===== src/rtl/pingpong_pkg.sv =====
// Shared types and width helpers for the ping-pong stream buffer.
package pingpong_pkg;

    typedef enum logic [1:0] {
        EMPTY    = 2'd0,
        FILLING  = 2'd1,
        FULL     = 2'd2,
        DRAINING = 2'd3
    } bank_state_e;

    function automatic int ptr_width(input int depth);
        return $clog2(depth);
    endfunction

    // Lengths run 1..DEPTH, so one more code than the pointer range.
    function automatic int len_width(input int depth);
        return $clog2(depth + 1);
    endfunction

endpackage


===== src/rtl/pingpong_stream_buf_if.sv =====
// Producer-side and consumer-side valid/ready streams of the ping-pong buffer.
interface pingpong_stream_buf_if #(
    parameter int WIDTH = 8
);
    logic             in_valid;
    logic [WIDTH-1:0] in_data;
    logic             in_last;
    logic             in_ready;
    logic             out_valid;
    logic [WIDTH-1:0] out_data;
    logic             out_last;
    logic             out_ready;

    modport slave (
        input  in_valid, in_data, in_last, out_ready,
        output in_ready, out_valid, out_data, out_last
    );

    modport master (
        output in_valid, in_data, in_last, out_ready,
        input  in_ready, out_valid, out_data, out_last
    );
endinterface


===== src/rtl/pingpong_bank.sv =====
// One buffer bank: word storage, frame length and the EMPTY/FILLING/FULL/DRAINING lifecycle.
module pingpong_bank
    import pingpong_pkg::*;
#(
    parameter int WIDTH = 8,
    parameter int DEPTH = 4,
    parameter int PTR_W = ptr_width(DEPTH),
    parameter int LEN_W = len_width(DEPTH)
) (
    input  logic             clk,
    input  logic             rst,
    input  logic             wr_en,
    input  logic             wr_close,
    input  logic [PTR_W-1:0] wr_addr,
    input  logic [WIDTH-1:0] wr_data,
    input  logic             rd_en,
    input  logic             rd_last,
    input  logic [PTR_W-1:0] rd_addr,
    output logic [WIDTH-1:0] rd_data,
    output logic [LEN_W-1:0] len,
    output logic             writable,
    output logic             readable
);
    bank_state_e      state_q, state_d;
    logic [LEN_W-1:0] len_q, len_d;
    logic [WIDTH-1:0] mem_q [DEPTH];
    logic [WIDTH-1:0] mem_d [DEPTH];

    always_ff @(posedge clk or negedge rst) begin
        if (!rst) begin
            state_q <= EMPTY;
            len_q   <= '0;
            for (int i = 0; i < DEPTH; i++) mem_q[i] <= '0;
        end else begin
            state_q <= state_d;
            len_q   <= len_d;
            mem_q   <= mem_d;
        end
    end

    always_comb begin
        state_d = state_q;
        len_d   = len_q;
        mem_d   = mem_q;
        if (wr_en) mem_d[wr_addr] = wr_data;
        if (wr_en && wr_close) len_d = LEN_W'(wr_addr) + LEN_W'(1);
        case (state_q)
            EMPTY:    if (wr_en) state_d = wr_close ? FULL : FILLING;
            FILLING:  if (wr_en && wr_close) state_d = FULL;
            FULL:     if (rd_en) state_d = rd_last ? EMPTY : DRAINING;
            DRAINING: if (rd_en && rd_last) state_d = EMPTY;
            default:  state_d = EMPTY;
        endcase
    end

    always_comb begin
        writable = (state_q == EMPTY) || (state_q == FILLING);
        readable = (state_q == FULL)  || (state_q == DRAINING);
        rd_data  = mem_q[rd_addr];
        len      = len_q;
    end
endmodule


===== src/rtl/pingpong_stream_buf.sv =====
// Two-bank ping-pong stream buffer: writer fills one bank while the reader drains the other,
// every output word carries a constant modular offset.
module pingpong_stream_buf
    import pingpong_pkg::*;
#(
    parameter int WIDTH  = 8,
    parameter int DEPTH  = 4,
    parameter int OFFSET = 1
) (
    input  logic                  clk,
    input  logic                  rst,
    pingpong_stream_buf_if.slave  bus,
    output logic [1:0]            bank_full
);
    localparam int PTR_W = ptr_width(DEPTH);
    localparam int LEN_W = len_width(DEPTH);

    logic             wbank_q, wbank_d, rbank_q, rbank_d;
    logic [PTR_W-1:0] wptr_q, wptr_d, rptr_q, rptr_d;

    logic [1:0]       writable, readable, wr_en, rd_en;
    logic [WIDTH-1:0] rd_data [2];
    logic [LEN_W-1:0] len [2];
    logic             accept, close, fire, out_last;

    function automatic logic [WIDTH-1:0] add_offset(input logic [WIDTH-1:0] d);
        return d + WIDTH'(OFFSET);
    endfunction

    for (genvar b = 0; b < 2; b++) begin : g_bank
        pingpong_bank #(
            .WIDTH (WIDTH),
            .DEPTH (DEPTH),
            .PTR_W (PTR_W),
            .LEN_W (LEN_W)
        ) u_bank (
            .clk      (clk),
            .rst      (rst),
            .wr_en    (wr_en[b]),
            .wr_close (close),
            .wr_addr  (wptr_q),
            .wr_data  (bus.in_data),
            .rd_en    (rd_en[b]),
            .rd_last  (out_last),
            .rd_addr  (rptr_q),
            .rd_data  (rd_data[b]),
            .len      (len[b]),
            .writable (writable[b]),
            .readable (readable[b])
        );
    end

    always_ff @(posedge clk or negedge rst) begin
        if (!rst) begin
            wbank_q <= 1'b0;
            wptr_q  <= '0;
            rbank_q <= 1'b0;
            rptr_q  <= '0;
        end else begin
            wbank_q <= wbank_d;
            wptr_q  <= wptr_d;
            rbank_q <= rbank_d;
            rptr_q  <= rptr_d;
        end
    end

    always_comb begin
        bus.in_ready  = writable[wbank_q];
        accept        = bus.in_valid && bus.in_ready;
        close         = bus.in_last || (wptr_q == PTR_W'(DEPTH - 1));
        wr_en         = accept ? (wbank_q ? 2'b10 : 2'b01) : 2'b00;

        // out_data is purely combinational so a stalled consumer sees it unchanged.
        bus.out_valid = readable[rbank_q];
        out_last      = bus.out_valid && (LEN_W'(rptr_q) == len[rbank_q] - LEN_W'(1));
        bus.out_last  = out_last;
        bus.out_data  = add_offset(rd_data[rbank_q]);
        fire          = bus.out_valid && bus.out_ready;
        rd_en         = fire ? (rbank_q ? 2'b10 : 2'b01) : 2'b00;

        wbank_d = wbank_q;
        wptr_d  = wptr_q;
        if (accept) begin
            wptr_d = close ? '0 : wptr_q + PTR_W'(1);
            if (close) wbank_d = ~wbank_q;
        end

        rbank_d = rbank_q;
        rptr_d  = rptr_q;
        if (fire) begin
            rptr_d = out_last ? '0 : rptr_q + PTR_W'(1);
            if (out_last) rbank_d = ~rbank_q;
        end

        bank_full = readable;
    end
endmodule


===== src/flat_wrapper.sv =====
// flat-port wrapper written by rule: the top's interface ports become plain ports
module pingpong_stream_buf_flat import pingpong_pkg::*;
#(
    parameter int WIDTH  = 8,
    parameter int DEPTH  = 4,
    parameter int OFFSET = 1
)
  (clk, rst, bank_full, bus_in_valid, bus_in_data, bus_in_last, bus_out_ready, bus_in_ready, bus_out_valid, bus_out_data, bus_out_last);
  pingpong_stream_buf_if #(.WIDTH(WIDTH)) bus_i ();
  input  logic clk;
  input  logic rst;
  output logic [1:0] bank_full;
  input wire logic [$bits(bus_i.in_valid)-1:0] bus_in_valid;
  input wire logic [$bits(bus_i.in_data)-1:0] bus_in_data;
  input wire logic [$bits(bus_i.in_last)-1:0] bus_in_last;
  input wire logic [$bits(bus_i.out_ready)-1:0] bus_out_ready;
  output wire logic [$bits(bus_i.in_ready)-1:0] bus_in_ready;
  output wire logic [$bits(bus_i.out_valid)-1:0] bus_out_valid;
  output wire logic [$bits(bus_i.out_data)-1:0] bus_out_data;
  output wire logic [$bits(bus_i.out_last)-1:0] bus_out_last;
  assign bus_i.in_valid = bus_in_valid;
  assign bus_i.in_data = bus_in_data;
  assign bus_i.in_last = bus_in_last;
  assign bus_i.out_ready = bus_out_ready;
  assign bus_in_ready = bus_i.in_ready;
  assign bus_out_valid = bus_i.out_valid;
  assign bus_out_data = bus_i.out_data;
  assign bus_out_last = bus_i.out_last;
  pingpong_stream_buf #(.WIDTH(WIDTH), .DEPTH(DEPTH), .OFFSET(OFFSET)) u_core (.clk(clk), .rst(rst), .bus(bus_i), .bank_full(bank_full));
endmodule

===== config.mk =====
export PLATFORM = sky130hd
export DESIGN_NAME = pingpong_stream_buf_flat
export DESIGN_NICKNAME = d
export VERILOG_FILES = /design/src/rtl/pingpong_pkg.sv /design/src/rtl/pingpong_stream_buf_if.sv /design/src/rtl/pingpong_bank.sv /design/src/rtl/pingpong_stream_buf.sv /design/src/flat_wrapper.sv
export SDC_FILE = /design/constraint.sdc
export NUM_CORES = 1
export LEC_CHECK = 0
export BUFFER_PORTS_ARGS = -buffer_cell sky130_fd_sc_hd__buf_4
export CORE_MARGIN = 4
export CORE_UTILIZATION = 38
export DETAILED_ROUTE_END_ITERATION = 16
export PLACE_DENSITY = 0.54
export SLEW_MARGIN = 10
export SYNTH_ARGS = -nofsm -noshare
export SYNTH_HDL_FRONTEND = slang
export SYNTH_SLANG_ARGS = --single-unit

===== constraint.sdc =====
create_clock -name clk -period 4.5 [get_ports clk]
set_input_delay 0 -clock clk [delete_from_list [all_inputs] [get_ports clk]]
set_output_delay 0 -clock clk [all_outputs]
set_load 0.005 [all_outputs]

Yosys cells after proc, flatten, opt, wreduce, memory -nomap -nowiden
Index checks and enable logic that the tools add are counted.
{"block": "word_totals", "regBits": 80, "in_bits": 13, "out_inout_bits": 13, "elab_cells": 105}
{"block": "classes", "add_sub_neg": 5, "n_lt_le_gt_ge": 6, "eq_ne": 16, "mux": 38, "n_bitwise": 5, "n_reduce_logical": 19}
{"op": "$bwmux W32", "n": 2}
{"op": "$mux W8", "n": 8}
{"op": "$bmux W8 S2", "n": 2}
{"op": "$mux W2", "n": 16}
{"op": "$demux W8 S2", "n": 1}
{"op": "$pmux W2 S4", "n": 2}
{"op": "$eq A2 B2 Y1 const B", "n": 5}
{"op": "$mux W3", "n": 3}
{"op": "$add A8 B1 Y8 const B", "n": 1}
{"op": "$logic_and A1 B1 Y1", "n": 8}
{"op": "$ne A2 B1 Y1 const B", "n": 4}
{"op": "$ne A2 B2 Y1 const B", "n": 4}
{"op": "$reduce_and A4 Y1", "n": 2}
{"op": "$ge A3 B3 Y1 const B", "n": 2}
{"op": "$not A2 Y3", "n": 2}
{"op": "$logic_or A1 B1 Y1", "n": 5}
{"op": "$add A2 B1 Y2 const B", "n": 2}
{"op": "$eq A2 B1 Y1 const B", "n": 2}
{"op": "$logic_not A2 Y1", "n": 2}
{"op": "$lt A1 B2 Y1 const B", "n": 2}
{"op": "$mux W1", "n": 4}
{"op": "$reduce_and A2 Y1", "n": 2}
{"op": "$add A2 B1 Y3 const B", "n": 1}
{"op": "$eq A2 B3 Y1", "n": 1}
{"op": "5 further kinds", "n": 6}

Longest topological paths before layout
Gate-level depths: netlist of run 1.
{"block": "logic_depth", "word_depth": 10, "depth_mapped": 8, "depth_no_buf": 7}

Modules after synthesis
From an unflattened synthesis of run 1, not the netlist that was laid out.
{"block": "unflattened", "hier_cells": 277, "hier_area_um2": 3923.8}
{"mod": "pingpong_bank", "instances": 2, "cells_per_inst": 99, "area_each_um2": 1602.8, "seq_area_each_um2": 900.9}
{"mod": "pingpong_stream_buf", "instances": 1, "cells_per_inst": 79, "area_each_um2": 718.2, "seq_area_each_um2": 150.1}

Least setup slack after synthesis of run 1
Ideal clock, no wire load.
{"block": "synth_timing", "kind": "flip-flop to flip-flop", "from": "register u_core.rbank_q", "to": "register u_core.g_bank[1].u_bank.state_q[1]", "setup_time_ns": 0.119, "arrival_ns": 1.838, "required_ns": 4.381, "slack_ns": 2.544, "stages_incl_launch_ff": 9, "n_path_buf": 1, "period_less_slack_ns": 1.956, "path_cell_list": "dfrtp_1 -> buf_2 -> mux2i_1 -> ha_1 -> xor2_1 -> nand2_1 -> nor3_4 -> nand4_1 -> a21bo_1"}
{"block": "synth_between", "elab_chain_cells": 10, "word_cells_on_any_way": 19, "classes_between": "add/sub: 1; eq/ne: 3; mux: 10; bitwise: 1; reduce/logical: 4"}
{"element": "start, declared", "line_no": "pingpong_stream_buf.sv:18", "source": "logic wbank_q, wbank_d, rbank_q, rbank_d;"}
{"element": "start signal, assigned", "line_no": "pingpong_stream_buf.sv:62", "source": "rbank_q <= rbank_d;"}
{"element": "$not A1 Y2 (not written as such)", "line_no": "pingpong_stream_buf.sv:75", "source": "out_last = bus.out_valid && (LEN_W'(rptr_q) == len[rbank_q] - LEN_W'(1));"}
{"element": "$mux W3 (not written as such) (3 in a row)", "line_no": "pingpong_stream_buf.sv:75"}
{"element": "$sub A3 B1 Y3", "line_no": "pingpong_stream_buf.sv:75"}
{"element": "$eq A2 B3 Y1", "line_no": "pingpong_stream_buf.sv:75"}
{"element": "$logic_and A1 B1 Y1 *", "line_no": "pingpong_stream_buf.sv:75"}
{"element": "net bus_out_last", "line_no": "flat_wrapper.sv:20", "source": "output wire logic [$bits(bus_i.out_last)-1:0] bus_out_last;"}
{"element": "$mux W2 or $logic_and A1 B1 Y1 (tied branches)", "line_no": "pingpong_bank.sv:50, pingpong_bank.sv:51"}
{"element": "$mux W2 or $ne A2 B2 Y1 (tied branches)"}
{"element": "$pmux W2 S4 or $reduce_and A4 Y1 (tied branches)"}
{"element": "end signal, assigned", "line_no": "pingpong_bank.sv:35", "source": "state_q <= state_d;"}
{"element": "end, declared", "line_no": "pingpong_bank.sv:24", "source": "bank_state_e state_q, state_d;"}
The timed path passes the listed nets; every way through them passes the cells marked *. The select of a mux whose other input is x is not followed.
A chain may end at the register's enable or synchronous reset.

Worst setup path after layout of run 1
{"block": "layout_timing", "from": "register u_core.rptr_q[0]", "to": "output bus_out_data[7]"}
{"block": "layout_between", "elab_chain_cells": 8, "word_cells_on_any_way": 11, "classes_between": "add/sub: 1; mux: 9; bitwise: 1"}
{"element": "start, declared", "line_no": "pingpong_stream_buf.sv:19", "source": "logic [PTR_W-1:0] wptr_q, wptr_d, rptr_q, rptr_d;"}
{"element": "start signal, assigned", "line_no": "pingpong_stream_buf.sv:63", "source": "rptr_q <= rptr_d;"}
{"element": "$not A2 Y3 (not written as such) *", "line_no": "pingpong_bank.sv:59", "source": "rd_data = mem_q[rd_addr];"}
{"element": "$bmux W8 S2", "line_no": "pingpong_bank.sv:59"}
{"element": "$mux W8 (not written as such) (2 in a row)", "line_no": "pingpong_bank.sv:59"}
{"element": "$mux W8 (not written as such) * (3 in a row)", "line_no": "pingpong_stream_buf.sv:77", "source": "bus.out_data = add_offset(rd_data[rbank_q]);"}
{"element": "$add A8 B1 Y8 *", "line_no": "pingpong_stream_buf.sv:27", "source": "return d + WIDTH'(OFFSET);"}
{"element": "end, declared", "line_no": "flat_wrapper.sv:19", "source": "output wire logic [$bits(bus_i.out_data)-1:0] bus_out_data;"}
Mark *: on every way between the ends. The rest lies on a longest branch, timed or not. The select of a mux whose other input is x is not followed.

==> results.toml, run 1 <==
[placed_design]
place_hpwl_mm = 4.85
numPortBuffers = 25
gp_congestion = 0.687

[synth]
synth.top_cell.area_share_pct = 51.7
synth_nets = 276
post_synth.cell_area_avg_um2 = 14.7
yosysMostFrequentCell = "dfrtp_1"
synthCells = 257
synthArstFlopShare_pct = 100
syn-cell-area_um2 = 3780
synth.top_cells.by_count = "78 x dfrtp_1, 69 x mux2_2, 18 x nand2_1, 11 x mux4_2, 8 x mux2i_1"
ys.flop_type = "dfrtp_1"
yosysSeqAreaShare_pct = 51.7
ys_types = 35
ys_warn_count = 0
yosys-top-cells-area = "dfrtp_1 52%, mux2_2 21%, mux4_2 6.6%"
ys_ff_latch = 78
synth_largest_area_cell = "dfrtp_1"
synth_edf_count = 0

[worst_hold_path]
hold_class = "primary input to register"
hold_end = "u_core.wptr_q[1]"
min_path_cells = 4
holdCritStartpoint = "bus_in_valid"

[worst_setup_path]
path_class = "register to output pin"
cp_slowest_cell = "dfrtp_1"
worstPathArrival_ns = 2.93
start_kind = "register"
r2r-end = "u_core.g_bank[1].u_bank.state_q[1]"
worst_path_dominant_cell_family = "flip-flops"
crit_fanout = 20
reg2regPathDepth = 7
regToRegSetupSlack_ns = 2.20
required_ns = 4.50
worstPathCellList = "mux4_1 -> mux2i_4 -> nor4_1 -> nand3_1 -> xor2_1 -> buf_4"
crit_path_end_kind = "output pin"
cpPeakStageDelay_ns = 1.03
r2r_start = "u_core.rbank_q"
critPathBufInv = 1

[timing]
tightestPinTransition_ns = 1.03
finalSetupViolations = 0
fmax_ghz = 0.341
maxSlewHeadroom_pct = 31.2
post-route-period-util_pct = 65.2
tns_ns = 0
whs_ns = 0.0207
layout_min_cycle_time_ns = 2.93
hold_viol = 0
fin_skew_ns = 0.0130
rsz0062_at_grt = "false"
slew_violations = 0

[cts]
clkTransAtPathRegs_ns = 0.08
cts_tree = "done"
clock-sinks = 78
clk_latency_ns = 0.35
numCtsBuffers = 9
cts_max_path_buffers = 2
htree_levels = 3
cts_resized = 0
root_buffer = "clkbuf_8"

[route]
wl_met1_mm = 3.80
viasPerCell = 4.99
top_layer_used = "met4"
drt_first_pass_iters = 5
first_iter_violations = 49
wl_met2_mm = 3.71
drc = 0
wl_per_cell_um = 18.2
ant_nets = 0
wl_met3_um = 215
vias = 2137
wirelength_mm = 7.79

[outcome]
status = "complete, no violations"

[power_and_ir_drop]
power.leakage_nw = 2.00
power_density_nw_per_um2 = 700
peakVddDrop_mv = 0.202

[finish]
nets = 309
register_area_um2 = 1950
diodes = 0
post_route_cells_drive_above_1_share_pct = 43.1
multi_input_area_um2 = 1720
fill_cells = 907
area_delta_synth_final_pct = 15.1
fin_util_pct = 44.7

[global_route]
grt_max_degree = 79
grt_pass1_wl_mm = 13.0
antenna_found_initial = 0
grt_pass1_vias = 2403
grt.total_usage_pct = 14.9
overflow = 0

[floorplanning]
num_rows = 36
io_pins = 26
die-area_um2 = 11600
fp.dieW_um = 108
die_h_um = 108
core_um2 = 9730
initial_utilization_pct = 38.8

[run]
drv_cap = 0
cell usage in the layout, fill, tap and decap left out, types with 3 or more instances in the layout:
master	netlist	routed
a21o_1	4	4
and2_1	4	4
buf_4	4	25
clkbuf_8	0	9
dfrtp_1	78	78
dlygate4sd3_1	0	11
ha_1	6	6
inv_1	3	3
mux2_2	69	69
mux2i_1	8	8
mux4_1	5	5
mux4_2	11	11
nand2_1	18	18
nand3_1	3	3
nor2_1	3	3
o21ai_0	4	4
xnor2_1	4	4
xor2_1	5	5
metal layers:
| layer | up-vias | track usage (%) |
|---|---|---|
| met5 | - | 0 |
| li1 | 998 | - |
| met4 | 0 | 3.52 |
| met2 | 22 | 23.7 |
| met3 | 4 | 3.90 |
| met1 | 1113 | 20.5 |
metrics by stage:
step	power, mW	std cells	setup slack, ns	area, um2
floorplan	2.17	257	2.54	3780
global placement	2.53	401	1.88	4040
detailed placement	2.55	401	1.84	4040
CTS	3.10	428	1.45	4350
global route	3.28	428	1.34	4350
finish	3.04	428	1.57	4350
where the power goes:
| part | leakage, nW | switching (mW) | internal, mW |
|---|---|---|---|
| Sequential | 0.997 | 0.251 | 1.02 |
| Combinational | 0.906 | 0.472 | 0.778 |
| Clock | 0.0956 | 0.270 | 0.257 |
| Total | 2.00 | 0.993 | 2.05 |
worst max path at each step:
stage	start	to	slack, ns	cells after the start
floorplan	u_core.rbank_q	u_core.g_bank[1].u_bank.state_q[1]	2.54	8
global placement	u_core.rptr_q[0]	bus_out_data[6]	1.88	6
detailed placement	u_core.rptr_q[0]	bus_out_data[6]	1.84	6
CTS	u_core.rptr_q[0]	bus_out_data[6]	1.45	6
global route	u_core.rptr_q[0]	bus_out_data[6]	1.34	6
finish	u_core.rptr_q[0]	bus_out_data[7]	1.57	6
registers in the layout, summed over array words and instances, names as in the netlist:
signal	count
u_core.g_bank.u_bank.len	6
u_core.g_bank.u_bank.mem_q	64
u_core.g_bank.u_bank.state_q	2
u_core.rbank_q	1
u_core.rptr_q	2
u_core.wbank_q	1
u_core.wptr_q	2
final cells by class:
type,instances,share of cell area (%)
inverter,4,0.345
timing repair buffer,36,6.84
multi-input combinational,161,39.6
tap,133,3.83
clock buffer,9,2.85
sequential,78,44.9
clock inverter,7,1.67
tightest hold or removal path: cells and delay by family:
kind | cells | cell delay (ns)
and+or+nand+nor | 2 | 0.17
buffers and inverters | 1 | 0.09
AOI/OAI and AO/OA | 1 | 0.07
logic make-up after synthesis:
logic type	after synthesis	synth area share, %
muxes	95	33.7
DFF	78	51.7
and+or+nand+nor	38	5.43
buffers and inverters	18	2.75
AOI/OAI and AO/OA	13	2.38
xor gates and xnor gates	9	2.09
adders and majority gates	6	1.99
repair_timing:
| item | CTS | global route |
|---|---|---|
| hold endpoints to repair | 146 | 0 |
| endpoints found under the setup margin | 0 | 0 |
| hold buffers | 11 | 0 |
| buffers inserted | 0 | 0 |
Power figures use the tool's default switching activity.
==> inputs of run 2 (changes only) <==
ABC_AREA = 1   (was default)
PLACE_DENSITY = 0.56   (was 0.54)
clock period = 2.45 ns   (was 4.5 ns; I/O delays follow)
==> run 2 against run 1 <==
  * Via count rose by 72%
  * Largest cell class unchanged
  * Final cell count rose by 79%
  * Critical endpoint is now bus_out_data[4]
  * Global-route usage rose by 2.5 points
  * Sequential cell count rose by 2
  * Largest power group is now combinational logic
  * Critical path depth rose by 4
  * Clock skew fell by 0.0066 ns
  * Power rose by 140%
  * Register-to-register slack got worse by 1.8 ns
  * Setup slack got worse by 1.4 ns
  * Sequential share of layout area fell by 4.6 points
==> results.toml, run 2 <==
[worst_hold_path]
hold_end = "u_core.wptr_q[0]"
min_path_cells = 4
holdCritStartpoint = "bus_in_last"
hold_class = "primary input to register"

[run]
drv_cap = 0

[timing]
layout_min_cycle_time_ns = 2.28
hold_viol = 0
tightestPinTransition_ns = 1.03
maxSlewHeadroom_pct = 31.4
fmax_ghz = 0.438
post-route-period-util_pct = 93.2
tns_ns = 0
fin_skew_ns = 0.00642
finalSetupViolations = 0
slew_violations = 0

[power_and_ir_drop]
switchingPower_mw = 3.15
power.leakage_nw = 2.68
p_int_mw = 4.26
combPwrFrac_pct = 48.5
p_sw_share_pct = 42.5
power_density_nw_per_um2 = 1490
power_frac_seq_pct = 31.6
pwr-share-clk_pct = 19.9
peakVddDrop_mv = 0.603

[worst_setup_path]
crit_fanout = 16
required_ns = 2.45
worstPathArrival_ns = 2.28
startpoint = "u_core.rptr_q[0]"
reg2regPathDepth = 13
critPathBufInv = 3
worst_path_dominant_cell_family = "flip-flops"
cpPeakStageDelay_ns = 0.50
start_kind = "register"
regToRegSetupSlack_ns = 0.43
crit_path_end_kind = "output pin"
r2r-end = "u_core.rptr_q[0]"
r2r_start = "u_core.rbank_q"
worstPathCellList = "inv_4 -> nor2_1 -> o21ai_0 -> o21ai_2 -> inv_1 -> ha_1 -> nand2_1 -> nor2_1 -> xor2_1 -> buf_4"
path_class = "register to output pin"
cp_slowest_cell = "dfrtp_1"
cp_common_cell = "nor2_1"

[route]
viasPerCell = 4.81
vias = 3678
drt_first_pass_iters = 4
wl_per_cell_um = 13.8
first_iter_violations = 209
wirelength_mm = 10.6
ant_nets = 0
drc = 0

[synth]
yosysMostFrequentCell = "nand2_1"
synthArstFlopShare_pct = 100
post_synth.cell_area_avg_um2 = 7.34
yosys-top-cells-area = "dfrtp_1 45%, nand2_1 18%, o21ai_0 9.5%"
synth_edf_count = 0
ys_ff_latch = 80
ys_types = 30
syn-cell-area_um2 = 4410
synthCells = 600
ys.flop_type = "dfrtp_1"
synth_nets = 619
yosysSeqAreaShare_pct = 45.4
synth.top_cell.area_share_pct = 45.4
synth.top_cells.by_count = "216 x nand2_1, 84 x o21ai_0, 82 x inv_1, 80 x dfrtp_1, 42 x nand3_1"
synth_largest_area_cell = "dfrtp_1"
ys_warn_count = 0

[floorplanning]
initial_utilization_pct = 38.8
num_rows = 39
fp.dieW_um = 116
die-area_um2 = 13400
die_h_um = 116
io_pins = 26
core_um2 = 11400

[finish]
diodes = 0
largest-register = "u_core.g_bank.u_bank.mem_q"
largest_reg_flops = 64
nets = 636
post_route_cells_drive_above_1_share_pct = 11.9
area_delta_synth_final_pct = 13.0
design_area_um2 = 4980
layout_common_cells = "216 x nand2_1, 84 x o21ai_0, 82 x inv_1"
final_common_cell = "nand2_1"

[placed_design]
dpl_cell_area_um2 = 4640
numPortBuffers = 25
place_hpwl_mm = 7.15
gp_congestion = 0.868

[cts]
cts_max_path_buffers = 2
numCtsBuffers = 9
clk_latency_ns = 0.35
cts_tree = "done"
clock-sinks = 80
clkTransAtPathRegs_ns = 0.06
postCtsSetupBuffers = 0
htree_levels = 3
root_buffer = "clkbuf_16"

[outcome]
status = "complete, no violations"

[global_route]
grt_pass1_wl_mm = 17.9
overflow = 0
grt.total_usage_pct = 17.4
grt_max_degree = 81
grt_pass1_vias = 3535
antenna_found_initial = 0
-- run 2: changes by cell type after synthesis, sizes merged, moves of 4 or more --
cell,previous run,this run
xnor2,4,0
mux2,70,0
nor2,3,31
inv,4,86
o21ai,5,86
nand2,18,226
and2,5,0
nand3,3,44
mux4,16,0
a21oi,0,5
a21o,4,0
mux2i,9,0
buf,11,24
-- run 2: cell families (layout without fill, tap and decap cells) --
family                   Yosys count  count (layout)  synth area share, %
AND/OR/NAND/NOR                  305             305                 29.4
buffers and inverters            112             133                 11.4
AO/OA/AOI/OAI                     92              92                 10.9
XOR/XNOR                           5               5                 1.16
adder cells (fa/ha/maj)            6               6                 1.70
flip-flops                        80              80                 45.4
-- run 2: stage by stage --
step	cells	utilization, %	total power [mW]	hold slack [ns]	setup WS (ns)
after global placement	748	40.8	5.90	0.256	0.424
after CTS	764	43.8	7.47	0.00514	0.111
after detailed placement	748	40.8	5.95	0.258	0.415
after global routing	764	43.8	8.13	0.0289	-0.00575
final	764	43.8	7.41	0.0102	0.166
after floorplan	600	-	4.97	-0.296	0.524
-- run 2: worst max-delay path by stage --
stage / endpoint / slack [ns] / depth (start not counted)
3_3_place_gp: u_core.rptr_q[0] / 0.42 / 12
3_5_place_dp: u_core.rptr_q[0] / 0.42 / 12
6_report: bus_out_data[4] / 0.17 / 10
4_1_cts: bus_out_data[4] / 0.11 / 11
2_1_floorplan: u_core.g_bank[0].u_bank.state_q[0] / 0.52 / 11
5_1_grt: bus_out_data[4] / -0.006 / 10
-- run 2: cell type report --
type                       instances  area, um2
clock buffer                      12        256
fill                            1156       6390
timing repair buffer              32        246
clock inverter                     3       65.1
sequential                        80       2000
multi-input combinational        408       1900
inverter                          86        328
tap                              143        179
-- run 2: worst register-to-register path: cells and delay by family (launching register included) --
kind          cells  cell delay [ns]
simple gates      7             0.64
buf+inv           4             0.34
xor+xnor          1             0.14
flops             1             0.50
fa+ha+maj         1             0.30
-- run 2: power by group through the flow --
stage	Sequential [mW]	Clock, mW	Combinational, mW
5_1_grt	2.42	1.56	4.15
6_report	2.34	1.47	3.59
3_3_place_gp	2.33	0	3.57
2_1_floorplan	2.18	0	2.78
3_5_place_dp	2.35	0	3.61
4_1_cts	2.33	1.50	3.63
-- run 2: repair_timing --
| item | in CTS | in global routing |
|---|---|---|
| hold endpoints to repair | 80 | 0 |
| resized for setup | 0 | 2 |
| setup endpoints to repair | 0 | 2 |
| hold buffers | 1 | 0 |
-- run 2: layer usage --
layer	wire length, um	part of all wire (%)	global-route usage [%]
met5	0	0	0
met4	333	3.1	9.67
met3	516	4.9	3.39
met2	4690	44	25.1
met1	5040	48	24.4
